File: src/rtl/mem_bus_arbiter_pkg.sv
// ---------------------------------------------------------------------------
// mem_bus_arbiter_pkg
//   Shared bus definitions for the memory-bus arbiter: data/address/select
//   widths, byte/word select constants and the arbiter FSM state encoding.
//   No ports; imported by mem_bus_arbiter and mem_lane_extract.
// ---------------------------------------------------------------------------
package mem_bus_arbiter_pkg;

  localparam int DATA_W = 32;
  localparam int ADDR_W = 32;
  localparam int SEL_W  = 4;

  localparam logic [SEL_W-1:0]  SEL_BYTE       = 4'b0001;
  localparam logic [SEL_W-1:0]  SEL_WORD       = 4'b1111;
  localparam logic [ADDR_W-1:0] WORD_ADDR_MASK = 32'hFFFF_FFFC;

  typedef enum logic [1:0] {
    IDLE = 2'd0,
    DATA = 2'd1,
    INST = 2'd2
  } state_t;

endpackage

File: src/rtl/mem_lane_extract.sv
// ---------------------------------------------------------------------------
// mem_lane_extract
//   Combinational load-data formatter. For a byte access it picks the byte
//   lane addressed by lane and sign- or zero-extends it to 32 bits; for a
//   word access the read data passes through unchanged.
// Ports:
//   rdata    in  [31:0]  raw bus read data
//   lane     in  [1:0]   byte lane (low address bits of the access)
//   byte_acc in          1 = byte access, 0 = word access
//   sign_ext in          1 = sign-extend the byte, 0 = zero-extend
//   data     out [31:0]  formatted load data
// ---------------------------------------------------------------------------
module mem_lane_extract
  import mem_bus_arbiter_pkg::*;
(
  input  logic [DATA_W-1:0] rdata,
  input  logic [1:0]        lane,
  input  logic              byte_acc,
  input  logic              sign_ext,
  output logic [DATA_W-1:0] data
);

  logic [7:0] lane_byte;

  always_comb begin
    lane_byte = rdata[7:0];
    case (lane)
      2'd1:    lane_byte = rdata[15:8];
      2'd2:    lane_byte = rdata[23:16];
      2'd3:    lane_byte = rdata[31:24];
      default: lane_byte = rdata[7:0];
    endcase

    if (!byte_acc)
      data = rdata;
    else if (sign_ext)
      data = {{24{lane_byte[7]}}, lane_byte};
    else
      data = {24'd0, lane_byte};
  end

endmodule

File: src/rtl/mem_bus_arbiter.sv
// ---------------------------------------------------------------------------
// mem_bus_arbiter
//   Arbitrates one shared memory bus between the ID/EX data path (loads and
//   stores) and instruction fetch. Data accesses win over fetch when both are
//   pending. Bus request fields are registered when leaving IDLE and held
//   until bus_ack; results come back as single-cycle valid pulses the cycle
//   after the ack. stall_req freezes the pipeline while any presented request
//   has not yet delivered its valid pulse.
//
// Optional feature (macro MEM_ALIGN_CHECK_EN): misaligned word accesses issue
//   no bus cycle and instead pulse addr_err together with load_valid
//   (load_data = 0). Without the macro, misaligned words are issued with
//   address bits [1:0] cleared and there is no addr_err port.
//
// Ports:
//   clk, rst                     clock, asynchronous active-high reset
//   mem_read_flag/mem_write_flag data load / store request
//   mem_sign_ext_flag            sign-extend byte loads
//   mem_sel [3:0]                0001 = byte access, 1111 = word access
//   mem_addr, mem_write_data     data access address / store data
//   if_req, if_addr              instruction fetch request / address
//   bus_req, bus_we, bus_sel,
//   bus_addr, bus_wdata          registered shared-bus request
//   bus_ack, bus_rdata           bus completion / read data
//   inst_valid, inst_data        fetch result pulse / data
//   load_valid, load_data        load result (or store completion) pulse
//   stall_req                    pipeline freeze (combinational)
//   addr_err                     misaligned word access (MEM_ALIGN_CHECK_EN)
// ---------------------------------------------------------------------------
module mem_bus_arbiter
  import mem_bus_arbiter_pkg::*;
(
  input  logic              clk,
  input  logic              rst,
  input  logic              mem_read_flag,
  input  logic              mem_write_flag,
  input  logic              mem_sign_ext_flag,
  input  logic [SEL_W-1:0]  mem_sel,
  input  logic [ADDR_W-1:0] mem_addr,
  input  logic [DATA_W-1:0] mem_write_data,
  input  logic              if_req,
  input  logic [ADDR_W-1:0] if_addr,
  output logic              bus_req,
  output logic              bus_we,
  output logic [SEL_W-1:0]  bus_sel,
  output logic [ADDR_W-1:0] bus_addr,
  output logic [DATA_W-1:0] bus_wdata,
  input  logic              bus_ack,
  input  logic [DATA_W-1:0] bus_rdata,
  output logic              inst_valid,
  output logic [DATA_W-1:0] inst_data,
  output logic              load_valid,
  output logic [DATA_W-1:0] load_data,
  output logic              stall_req
`ifdef MEM_ALIGN_CHECK_EN
  ,
  output logic              addr_err
`endif
);

  state_t            state;
  logic              done_data;
  logic              done_inst;
  logic [1:0]        lane_r;
  logic              byte_r;
  logic              sext_r;
  logic [DATA_W-1:0] ext_data;

  logic data_req;
  logic data_go;
  logic inst_go;
  logic is_byte;
  logic misaligned;

  // done_* remember a request that already delivered its valid pulse while
  // the pipeline is still frozen by the other requester, so it is not
  // re-issued before the pipeline advances.
  assign data_req  = mem_read_flag | mem_write_flag;
  assign data_go   = data_req & ~done_data & ~load_valid;
  assign inst_go   = if_req & ~done_inst & ~inst_valid;
  assign stall_req = ~rst & (data_go | inst_go);
  assign is_byte   = (mem_sel == SEL_BYTE);

`ifdef MEM_ALIGN_CHECK_EN
  assign misaligned = ~is_byte & (mem_addr[1:0] != 2'b00);
`else
  assign misaligned = 1'b0;
`endif

  mem_lane_extract u_lane_extract (
    .rdata    (bus_rdata),
    .lane     (lane_r),
    .byte_acc (byte_r),
    .sign_ext (sext_r),
    .data     (ext_data)
  );

  always_ff @(posedge clk or posedge rst) begin
    if (rst) begin
      state      <= IDLE;
      done_data  <= 1'b0;
      done_inst  <= 1'b0;
      lane_r     <= 2'b00;
      byte_r     <= 1'b0;
      sext_r     <= 1'b0;
      bus_req    <= 1'b0;
      bus_we     <= 1'b0;
      bus_sel    <= '0;
      bus_addr   <= '0;
      bus_wdata  <= '0;
      inst_valid <= 1'b0;
      inst_data  <= '0;
      load_valid <= 1'b0;
      load_data  <= '0;
`ifdef MEM_ALIGN_CHECK_EN
      addr_err   <= 1'b0;
`endif
    end else begin
      load_valid <= 1'b0;
      inst_valid <= 1'b0;
`ifdef MEM_ALIGN_CHECK_EN
      addr_err   <= 1'b0;
`endif

      if (!stall_req) begin
        done_data <= 1'b0;
        done_inst <= 1'b0;
      end else begin
        if (load_valid) done_data <= 1'b1;
        if (inst_valid) done_inst <= 1'b1;
      end

      case (state)
        IDLE: begin
          // bus_ack is deliberately not looked at here
          if (data_go && misaligned) begin
            load_valid <= 1'b1;
            load_data  <= '0;
`ifdef MEM_ALIGN_CHECK_EN
            addr_err   <= 1'b1;
`endif
          end else if (data_go) begin
            state     <= DATA;
            bus_req   <= 1'b1;
            bus_we    <= mem_write_flag;
            bus_addr  <= mem_addr & WORD_ADDR_MASK;
            bus_sel   <= is_byte ? (SEL_BYTE << mem_addr[1:0]) : SEL_WORD;
            bus_wdata <= is_byte ? ({24'd0, mem_write_data[7:0]} << {mem_addr[1:0], 3'b000})
                                 : mem_write_data;
            lane_r    <= mem_addr[1:0];
            byte_r    <= is_byte;
            sext_r    <= mem_sign_ext_flag;
          end else if (inst_go) begin
            state    <= INST;
            bus_req  <= 1'b1;
            bus_we   <= 1'b0;
            bus_addr <= if_addr & WORD_ADDR_MASK;
            bus_sel  <= SEL_WORD;
          end
        end

        DATA: begin
          if (bus_ack) begin
            state      <= IDLE;
            bus_req    <= 1'b0;
            bus_we     <= 1'b0;
            load_valid <= 1'b1;
            // stores only signal completion; load_data keeps its last value
            if (!bus_we) load_data <= ext_data;
          end
        end

        INST: begin
          if (bus_ack) begin
            state      <= IDLE;
            bus_req    <= 1'b0;
            inst_valid <= 1'b1;
            inst_data  <= bus_rdata;
          end
        end

        default: begin
          state   <= IDLE;
          bus_req <= 1'b0;
          bus_we  <= 1'b0;
        end
      endcase
    end
  end

endmodule

File: config.mk
export PLATFORM = sky130hd
export DESIGN_NAME = mem_bus_arbiter
export DESIGN_NICKNAME = d
export VERILOG_FILES = /design/src/rtl/mem_bus_arbiter_pkg.sv /design/src/rtl/mem_lane_extract.sv /design/src/rtl/mem_bus_arbiter.sv
export SDC_FILE = /design/constraint.sdc
export NUM_CORES = 1
export LEC_CHECK = 0
export CAP_MARGIN = 20
export CORE_ASPECT_RATIO = 0.6
export CORE_MARGIN = 4
export CORE_UTILIZATION = 55
export CTS_CLUSTER_SIZE = 30
export DETAILED_ROUTE_END_ITERATION = 10
export DONT_BUFFER_PORTS = 1
export PLACE_DENSITY = 0.7
export SLEW_MARGIN = 20
export SYNTH_ARGS = -nofsm -noshare
export SYNTH_HDL_FRONTEND = slang
export SYNTH_SLANG_ARGS = --single-unit
File: constraint.sdc
create_clock -name clk -period 13.55 [get_ports clk]
set_clock_uncertainty 0.2 [all_clocks]
set_input_delay 1.355 -clock clk [delete_from_list [all_inputs] [get_ports clk]]
set_output_delay 1.355 -clock clk [all_outputs]
set_load 0.03 [all_outputs]
# Yosys cells after proc, flatten, opt, wreduce, memory -nomap -nowiden
# Index checks and enable logic that the tools add are counted.
[totals]
output_inout_bits = 137
in_bits = 139
reg_bits = 144
wordCells = 78
[classes]
bitwise_logic = 14
n_eq_ne = 11
shift = 2
reduce_logical = 9
mux = 27
[op_table]
columns = ["operator", "count"]
rows = [
  ["2-to-1 mux 32 bit", 5],
  ["left shift 8 x 5 -> 32 bit", 1],
  ["case mux 8 bit (3 select lines)", 1],
  ["2-to-1 mux 1 bit", 12],
  ["2-to-1 mux 4 bit", 3],
  ["AND reduction 2 bit", 4],
  ["inverter 1 bit", 7],
  ["== test 2 bit, second input constant", 3],
  ["2-to-1 mux 2 bit", 3],
  ["!= test 2 bit, second input constant", 3],
  ["AND reduction 3 bit", 2],
  ["AND 1 bit", 5],
  ["== test 2 x 1 -> 1 bit, second input constant", 2],
  ["== test 4 x 1 -> 1 bit, second input constant", 1],
  ["case mux 2 bit (2 select lines)", 1],
  ["left shift 1 x 2 -> 4 bit, first input constant", 1],
  ["!= test 3 bit, second input constant", 1],
  ["case mux 1 bit (3 select lines)", 1],
  ["logical NOT 2 bit", 1],
  ["!= test 2 x 1 -> 1 bit, second input constant", 1],
  ["bitwise OR 1 bit", 2],
  ["case mux 1 bit (2 select lines)", 1],
  ["nonzero test 2 bit", 1],
  ["OR reduction 2 bit", 1],
]

# Longest topological paths before layout
# Gate-level depths: netlist (run 1).
[depth]
word_depth = 6
ltp_mapped = 8
depth_no_buf = 6

# By module
# A second synthesis (run 1) with hierarchy kept.
[unflattened]
hier_cells = 563
hier_area_um2 = 6468.7
[by_module_without_submodules]
columns = ["module", "area_each_um2", "seq_area_each_um2", "n_inst", "cells_per_inst"]
rows = [
  ["mem_bus_arbiter", 5818.1, 3553.4, 1, 459],
  ["mem_lane_extract", 650.6, 0.0, 1, 104],
]

# Worst setup path before layout (run 1)
# OpenSTA, ideal clock, no wires.
[synth_path]
path_kind = "input-to-output"
from = "input port mem_read_flag"
to = "output port stall_req"
setup_slack_ns = 9.745
path_stages = 4
required_time_ns = 11.995
arrival_ns = 2.250
path_buffers = 1
path_cell_list = "or2_2 > nand2_2 > buf_2 > a21oi_1"
[synth_via]
elab_chain_cells = 5
[synth_lines]
columns = ["element", "line_no", "rtl"]
rows = [
  ["from (decl)", "mem_bus_arbiter.sv:35", "input logic mem_read_flag,"],
  ["bitwise OR 1 bit", "mem_bus_arbiter.sv:78", "assign data_req = mem_read_flag | mem_write_flag;"],
  ["AND 1 bit (2 in a row)", "mem_bus_arbiter.sv:79", "assign data_go = data_req & ~done_data & ~load_valid;"],
  ["bitwise OR 1 bit", "mem_bus_arbiter.sv:81", "assign stall_req = ~rst & (data_go | inst_go);"],
  ["AND 1 bit", "mem_bus_arbiter.sv:81", ""],
  ["to (decl)", "mem_bus_arbiter.sv:54", "output logic stall_req"],
]
# No other way between the ends.

# Worst setup path after layout (run 1)
# Ends and elaborated chain as after synthesis.

==> results by group, run 1 <==
STA
  – Setup TNS: 0 ns
  – WHS: 0.311 ns
  – Fin crit period: 4.17 ns
  – Final Hold Viols: 0
  – Final Max Tran Viols: 0
  – Setup violators final: 0
  – Final setup margin: 9.38 ns
  – RSZ-0062 raised after global routing: no
  – Tightest Pin Transition: 1.04 ns
  – Worst slew margin: a little under a third
  – Fmax: 240 MHz
  – Final period utilization: ~31%

Yosys
  – Synth top area share: 57.5%
  – Xor and xnor fraction of the mapped netlist area: 0%
  – Register area share after synthesis: 57.5%
  – Average cell area after synthesis: approximately 11 µm²
  – Synth Instances: between 500 and 600
  – Yosys top cell by area: dfrtp_1
  – Area of the mapped netlist: 0.00618 mm²
  – Top cells by count, synth: 142 x dfrtp_1, 38 x o22ai_1, 37 x a21oi_1
  – Mux cell area share after synthesis: between 8 and 9%
  – Post-synthesis adder-cell area fraction: less than 1%
  – Synth async-reset ratio: 100%
  – Synth Area in Simple Gates: 11.0%
  – Compound-gate portion of the synthesized area: 18.9%
  – Top-count cell post-synth: dfrtp_1
  – Yosys reg bits: 142
  – Unique cell type count in the Yosys netlist: 40
  – Synth area leaders: dfrtp_1 58%, mux2_2 6.4%, a2bb2oi_1 4.3%
  – Largest family of logic cells by synthesized area: compound AO/OA/AOI/OAI gates
  – Post-synth EDFFs: 0
  – Primary FF master, synth: dfrtp_1
  – Ys Warns: 0

Route
  – Post-route ant nets: 0
  – Routed WL per cell: 24.5 µm
  – Routed wire length: roughly 17 mm
  – Pre-antenna DRT Iters: 5
  – Vias/cell: 6.33
  – Via count: approximately 4.3k
  – Starting DRC count in detailed routing: 355
  – DRC violations left: 0

Clocking
  – Post-CTS setup buffer count: 0
  – Root buffer cell: clkbuf_16
  – Clock transition at path regs: about 0.060 ns
  – Num CTS Buffers: 17
  – Post-CTS Resized: 0
  – Clk sinks: between 100 and 150
  – Htree depth: 4
  – Cts hold-fix bufs: 0
  – Worst-case clock buffer depth: 2
  – TritonCTS clock tree: done
  – Clk_lat worst skew: roughly 0.4 ns

Setup path
  – CP startpoint: mem_read_flag
  – Worst path slowest cell: nand2_2
  – R2R cell count: 3
  – R2R Path End: load_data[25]$_DFFE_PP0P_
  – Critical R2R Launch: lane_r[1]$_DFFE_PP0P_
  – Crit path max fanout: 36
  – Critical path depth: 3
  – CP top delay family: simple AND/OR/NAND/NOR gates
  – Crit path arrival time: 2.62 ns
  – Crit Path Category: in2out
  – Capture point of the critical path: stall_req
  – Crit path cell chain: or2_2 -> nand2_2 -> a21oi_1
  – WP data required: between 10 and 15 ns
  – Flop2flop setup slack: 10.90 ns
  – CP Capture Type: primary output
  – CP bufs+invs: 0
  – CP peak stage delay: 0.52 ns
  – Startpoint Class: input port

Placement
  – DP HPWL: approximately 12 mm
  – Setup WS pre-CTS: 9.39 ns
  – DP Area: 0.00622 mm²
  – Placed insts: 654
  – Number of buffers added on ports: 0
  – GPL Wtd Cong: between 0.8 and 0.9

Final layout
  – Storage element area: 0.00355 mm²
  – Post-route cell area: 0.00683 mm²
  – # nets final: between 600 and 700
  – Area occupied by multi-input gates: 0.00242 mm²
  – Share of cells above drive strength 1: roughly 15%
  – # diodes: 0
  – Fillers: 873
  – Layout area overhead: 10.6%
  – Layout Cells excl Fill: 687

Power
  – Switching share of power: 45.7%
  – LEAKAGE: ~3 nW
  – PD cells: slightly above 300 mW/mm²
  – VDD IR-drop max: 0.158 mV
  – Power share of the clock group: 22.6%
  – P_sw: a little under 1 mW
  – Flop pwr share: 55.4%
  – Combinational share of power: 22.0%
  – Int Power: between 1 and 1.5 mW

Floorplan
  – FP Rows: 29
  – Initial Utilization: 57.3%
  – Core Box Area: between 0.01 and 0.015 mm²
  – IO Pins: between 200 and 300
  – DIE WIDTH: 145 µm
  – Die Y-Extent: 90.1 µm
  – Die area: between 0.01 and 0.015 mm²

Global routing
  – Vias in the first global route: 4482
  – Aggregate global-route resource usage: 25.0%
  – Largest net degree at the start of global routing: 86
  – Initial antenna violation count: 0
  – First-pass GRT wire length: between 20 and 30 mm
  – Grt ovf: 0

Status
  – Outcome: finished, final reports clean

Worst hold path
  – Worst hold path type: reg2reg

Job
  – Reported max-cap violation count: 0
through the flow:
step	utilization [%]	total power [mW]
floorplan	-	1.51
global placement	57.7	1.62
detailed placement	57.7	1.66
CTS	63.3	2.14
global route	63.4	2.24
finish	63.4	2.13
power by group through the flow:
| stage | sequential (mW) | combinational (mW) | clock [mW] |
|---|---|---|---|
| global route | 1.20 | 0.521 | 0.511 |
| finish | 1.18 | 0.469 | 0.480 |
| global placement | 1.18 | 0.443 | 0 |
| floorplan | 1.11 | 0.408 | 0 |
| CTS | 1.18 | 0.469 | 0.487 |
| detailed placement | 1.19 | 0.469 | 0 |
worst min path at each step:
| stage | start | end | slack (ns) | cells after the start |
|---|---|---|---|---|
| final | sext_r$_DFFE_PP0P_ | sext_r$_DFFE_PP0P_ | 0.31 | 1 |
| after CTS | sext_r$_DFFE_PP0P_ | sext_r$_DFFE_PP0P_ | 0.31 | 1 |
| after global routing | sext_r$_DFFE_PP0P_ | sext_r$_DFFE_PP0P_ | 0.34 | 1 |
| after detailed placement | sext_r$_DFFE_PP0P_ | sext_r$_DFFE_PP0P_ | 0.30 | 1 |
| after floorplan | sext_r$_DFFE_PP0P_ | sext_r$_DFFE_PP0P_ | 0.28 | 1 |
| after global placement | sext_r$_DFFE_PP0P_ | sext_r$_DFFE_PP0P_ | 0.30 | 1 |
cell families (layout without fill, tap and decap cells):
kind of cell / after synthesis / count (layout)
buf+inv: 52 / 45
other cells: 1 / 2
simple gates: 133 / 133
compound gates: 179 / 179
fa+ha+maj: 3 / 3
mux: 44 / 44
flops: 142 / 142
placed cells by master (no fill, tap or decap), drive strengths merged:
cell      instances
o22a              5
o21ai            25
mux4              1
clkinv            4
nand4             3
conb              2
clkbuf           21
mux2             35
o211ai            1
a22o              8
nand2b           25
dfrtp           142
a21o              8
a2bb2oi          30
nand3            10
and3             16
a31oi            24
o311ai            1
nand2            37
a21oi            37
o22ai            38
nor2             29
inv               6
or4b              1
o21a              1
nor2b             4
clkinvlp          3
nor4b             1
bufinv            4
and2              3
buf               7
or2               1
a21boi            1
nor3              2
and3b             1
mux2i             8
ha                3
worst register-to-register path: stages, from the launching register on:
cell and delay, ns:
dfrtp_1 0.73, mux4_2 0.60, nand3_1 0.72, a31oi_1 0.22
sequential cells by signal (all words and copies together) (netlist names):
register	count
sext_r	1
state	2
done_inst	1
bus_req	1
bus_we	1
bus_wdata	32
inst_valid	1
bus_sel	4
load_data	32
done_data	1
byte_r	1
lane_r	2
load_valid	1
inst_data	32
bus_addr	30
layer usage:
| metal | global-route usage, % | share of wire [%] | vias up | wire (µm) |
|---|---|---|---|---|
| li1 | - | - | 1972 | - |
| met1 | 32.8 | 40 | 2156 | 6730 |
| met2 | 38.2 | 47 | 201 | 8000 |
| met3 | 9.97 | 11 | 18 | 1870 |
| met4 | 7.53 | 1.4 | 0 | 242 |
| met5 | 0 | 0 | - | 0 |
cell type report:
type                       count  area share, %
clock buffer                  21           6.44
clock inverter                11           2.44
inverter                       6          0.403
multi-input combinational    361           35.4
sequential                   142           52.0
tap                          139           2.54
timing repair buffer           7          0.824
Power figures use the tool's default switching activity.
==> run 2: changes to the inputs <==
clock period = 4.15 ns   (was 13.55 ns; I/O delays follow)
==> run 2 against run 1 <==
Non-clock buffer count grew 57. Core utilization grew 5.1 points. Clock-buffer cell count is the same. Sequential power grew to 3.2 times the previous value. Die area is the same. Critical path depth is the same. First-iteration DRC count shrank 26%. Critical endpoint unchanged. Largest power group unchanged.
==> results by group, run 2 (synthesized netlist as in run 1, its figures left out) <==
Power
  – Flop pwr share: 55.1%
  – Int Power: 3.75 mW
  – Power share of the clock group: 21.8%
  – LEAKAGE: 3.23 nW
  – Combinational share of power: 23.1%
  – Total Power: just under 7 mW
  – Switching share of power: 46.2%
  – P_sw: 3.21 mW
  – PD cells: 942 mW/mm²
  – VDD IR-drop max: 0.449 mV

STA
  – Fmax: 335 MHz
  – Fin crit period: 2.98 ns
  – Final Hold Viols: 0
  – Final setup margin: between 1 and 1.5 ns
  – WHS: 0.0137 ns
  – Tightest Pin Transition: 0.998 ns
  – Final Max Tran Viols: 0
  – Final period utilization: 71.9%
  – Setup TNS: 0 ns
  – RSZ-0062 raised after global routing: no
  – Setup violators final: 0
  – Worst slew margin: 33.3%

Clocking
  – Worst-case clock buffer depth: 2
  – Post-CTS Resized: 0
  – Cts hold-fix bufs: 55
  – Clk_lat worst skew: 0.40 ns
  – Clock transition at path regs: approximately 0.050 ns
  – Htree depth: 4
  – Clk sinks: 142
  – Post-CTS setup buffer count: 0
  – Num CTS Buffers: 17
  – TritonCTS clock tree: done
  – Root buffer cell: clkbuf_16

Final layout
  – # diodes: 0
  – Layout Cells excl Fill: 743
  – Commonest non-fill, non-tap cell in the layout: dfrtp_1
  – Fillers: 787
  – Layout area overhead: 19.6%
  – Share of cells above drive strength 1: around 14%
  – Most frequent cells in the layout: 142 x dfrtp_1, 55 x dlygate4sd3_1, 38 x o22ai_1, 37 x a21oi_1
  – Biggest regs: bus_wdata x32, inst_data x32, load_data x32
  – # nets final: 734

Setup path
  – CP startpoint: load_valid$_DFF_PP0_
  – Crit path max fanout: 36
  – WP data required: 3.53 ns
  – R2R cell count: 5
  – R2R Path End: bus_addr[11]$_DFFE_PP0P_
  – CP Capture Type: primary output
  – Startpoint Class: flip-flop
  – Crit Path Category: reg2out
  – Critical R2R Launch: load_valid$_DFF_PP0_
  – Crit path arrival time: 2.37 ns
  – Flop2flop setup slack: roughly 1.5 ns

Global routing
  – Initial antenna violation count: 0
  – Vias in the first global route: 4678
  – Grt ovf: 0
  – First-pass GRT wire length: about 27 mm
  – Largest net degree at the start of global routing: 67
  – Aggregate global-route resource usage: about 27%

Route
  – Via count: 4605
  – Vias/cell: 6.20
  – Routed WL per cell: 24.0 µm
  – Pre-antenna DRT Iters: 4
  – DRC violations left: 0
  – Routed wire length: 17.9 mm
  – Starting DRC count in detailed routing: 263
  – Post-route ant nets: 0

Floorplan
  – Core Box Area: between 0.01 and 0.015 mm²
  – Die area: 0.0131 mm²
  – IO Pins: approximately 280
  – Die Y-Extent: between 90 and 100 µm
  – DIE WIDTH: 145 µm
  – FP Rows: 29
  – Initial Utilization: 57.3%

Status
  – Outcome: finished, final reports clean

Placement
  – Number of buffers added on ports: 0
  – DP HPWL: 12.1 mm
  – Setup WS pre-CTS: 1.56 ns
  – GPL Wtd Cong: 0.813
  – Placed insts: 656

Job
  – Reported max-cap violation count: 0

Worst hold path
  – Worst hold path type: in2reg
  – Hold endpoint: bus_wdata[16]$_DFFE_PP0P_
  – Hold path cells: 2
  – Hold Startpoint: mem_write_data[16]
run 2: cell count changes in the layout (fill, tap and decap cells not counted), sizes merged:
cell and change:
buf +2, clkinv +1, inv -1, dlygate4sd3 +55
bufinv -1
run 2: per-layer routing:
metal / global-route usage (%) / up-vias / wire (µm)
met2: 40.8 / 233 / 8450
met3: 10.4 / 15 / 2000
li1: - / 2096 / -
met4: 7.45 / 0 / 193
met5: 0 / - / 0
met1: 36.0 / 2261 / 7220
run 2: how the worst max path moves through the flow:
| stage | endpoint | depth (start not counted) |
|---|---|---|
| after global placement | stall_req | 3 |
| after global routing | stall_req | 3 |
| after floorplan | bus_addr[10]$_DFFE_PP0P_ | 1 |
| final | stall_req | 3 |
| after detailed placement | bus_addr[31]$_DFFE_PP0P_ | 5 |
| after CTS | stall_req | 3 |
run 2: power by group through the flow:
stage	clock network [mW]	logic [mW]	registers, mW
finish	1.51	1.61	3.83
floorplan	0	1.33	3.61
global placement	0	1.47	3.84
global route	1.60	1.78	3.91
detailed placement	0	1.54	3.85
CTS	1.54	1.60	3.84
run 2: metrics by stage:
step	cell area (µm²)	util (%)
2_1_floorplan	6190	-
3_3_place_gp	6240	57.9
3_5_place_dp	6240	57.9
4_1_cts	7370	68.4
5_1_grt	7390	68.6
6_report	7390	68.6
run 2: area by class of cell:
| type | count | area [µm²] | area share [%] |
|---|---|---|---|
| Sequential cell | 142 | 3550 | 48.1 |
| Multi-Input combinational cell | 361 | 2420 | 32.7 |
| Timing Repair Buffer | 64 | 634 | 8.59 |
| Clock buffer | 21 | 440 | 5.96 |
| Tap cell | 139 | 174 | 2.35 |
| Clock inverter | 10 | 141 | 1.91 |
| Inverter | 6 | 26.3 | 0.356 |
run 2: critical path, stage by stage, from the launching register on:
cell and delay, ns:
dfrtp_1 0.53, nor2_2 0.28, nand2_2 0.45, a21oi_1 0.69
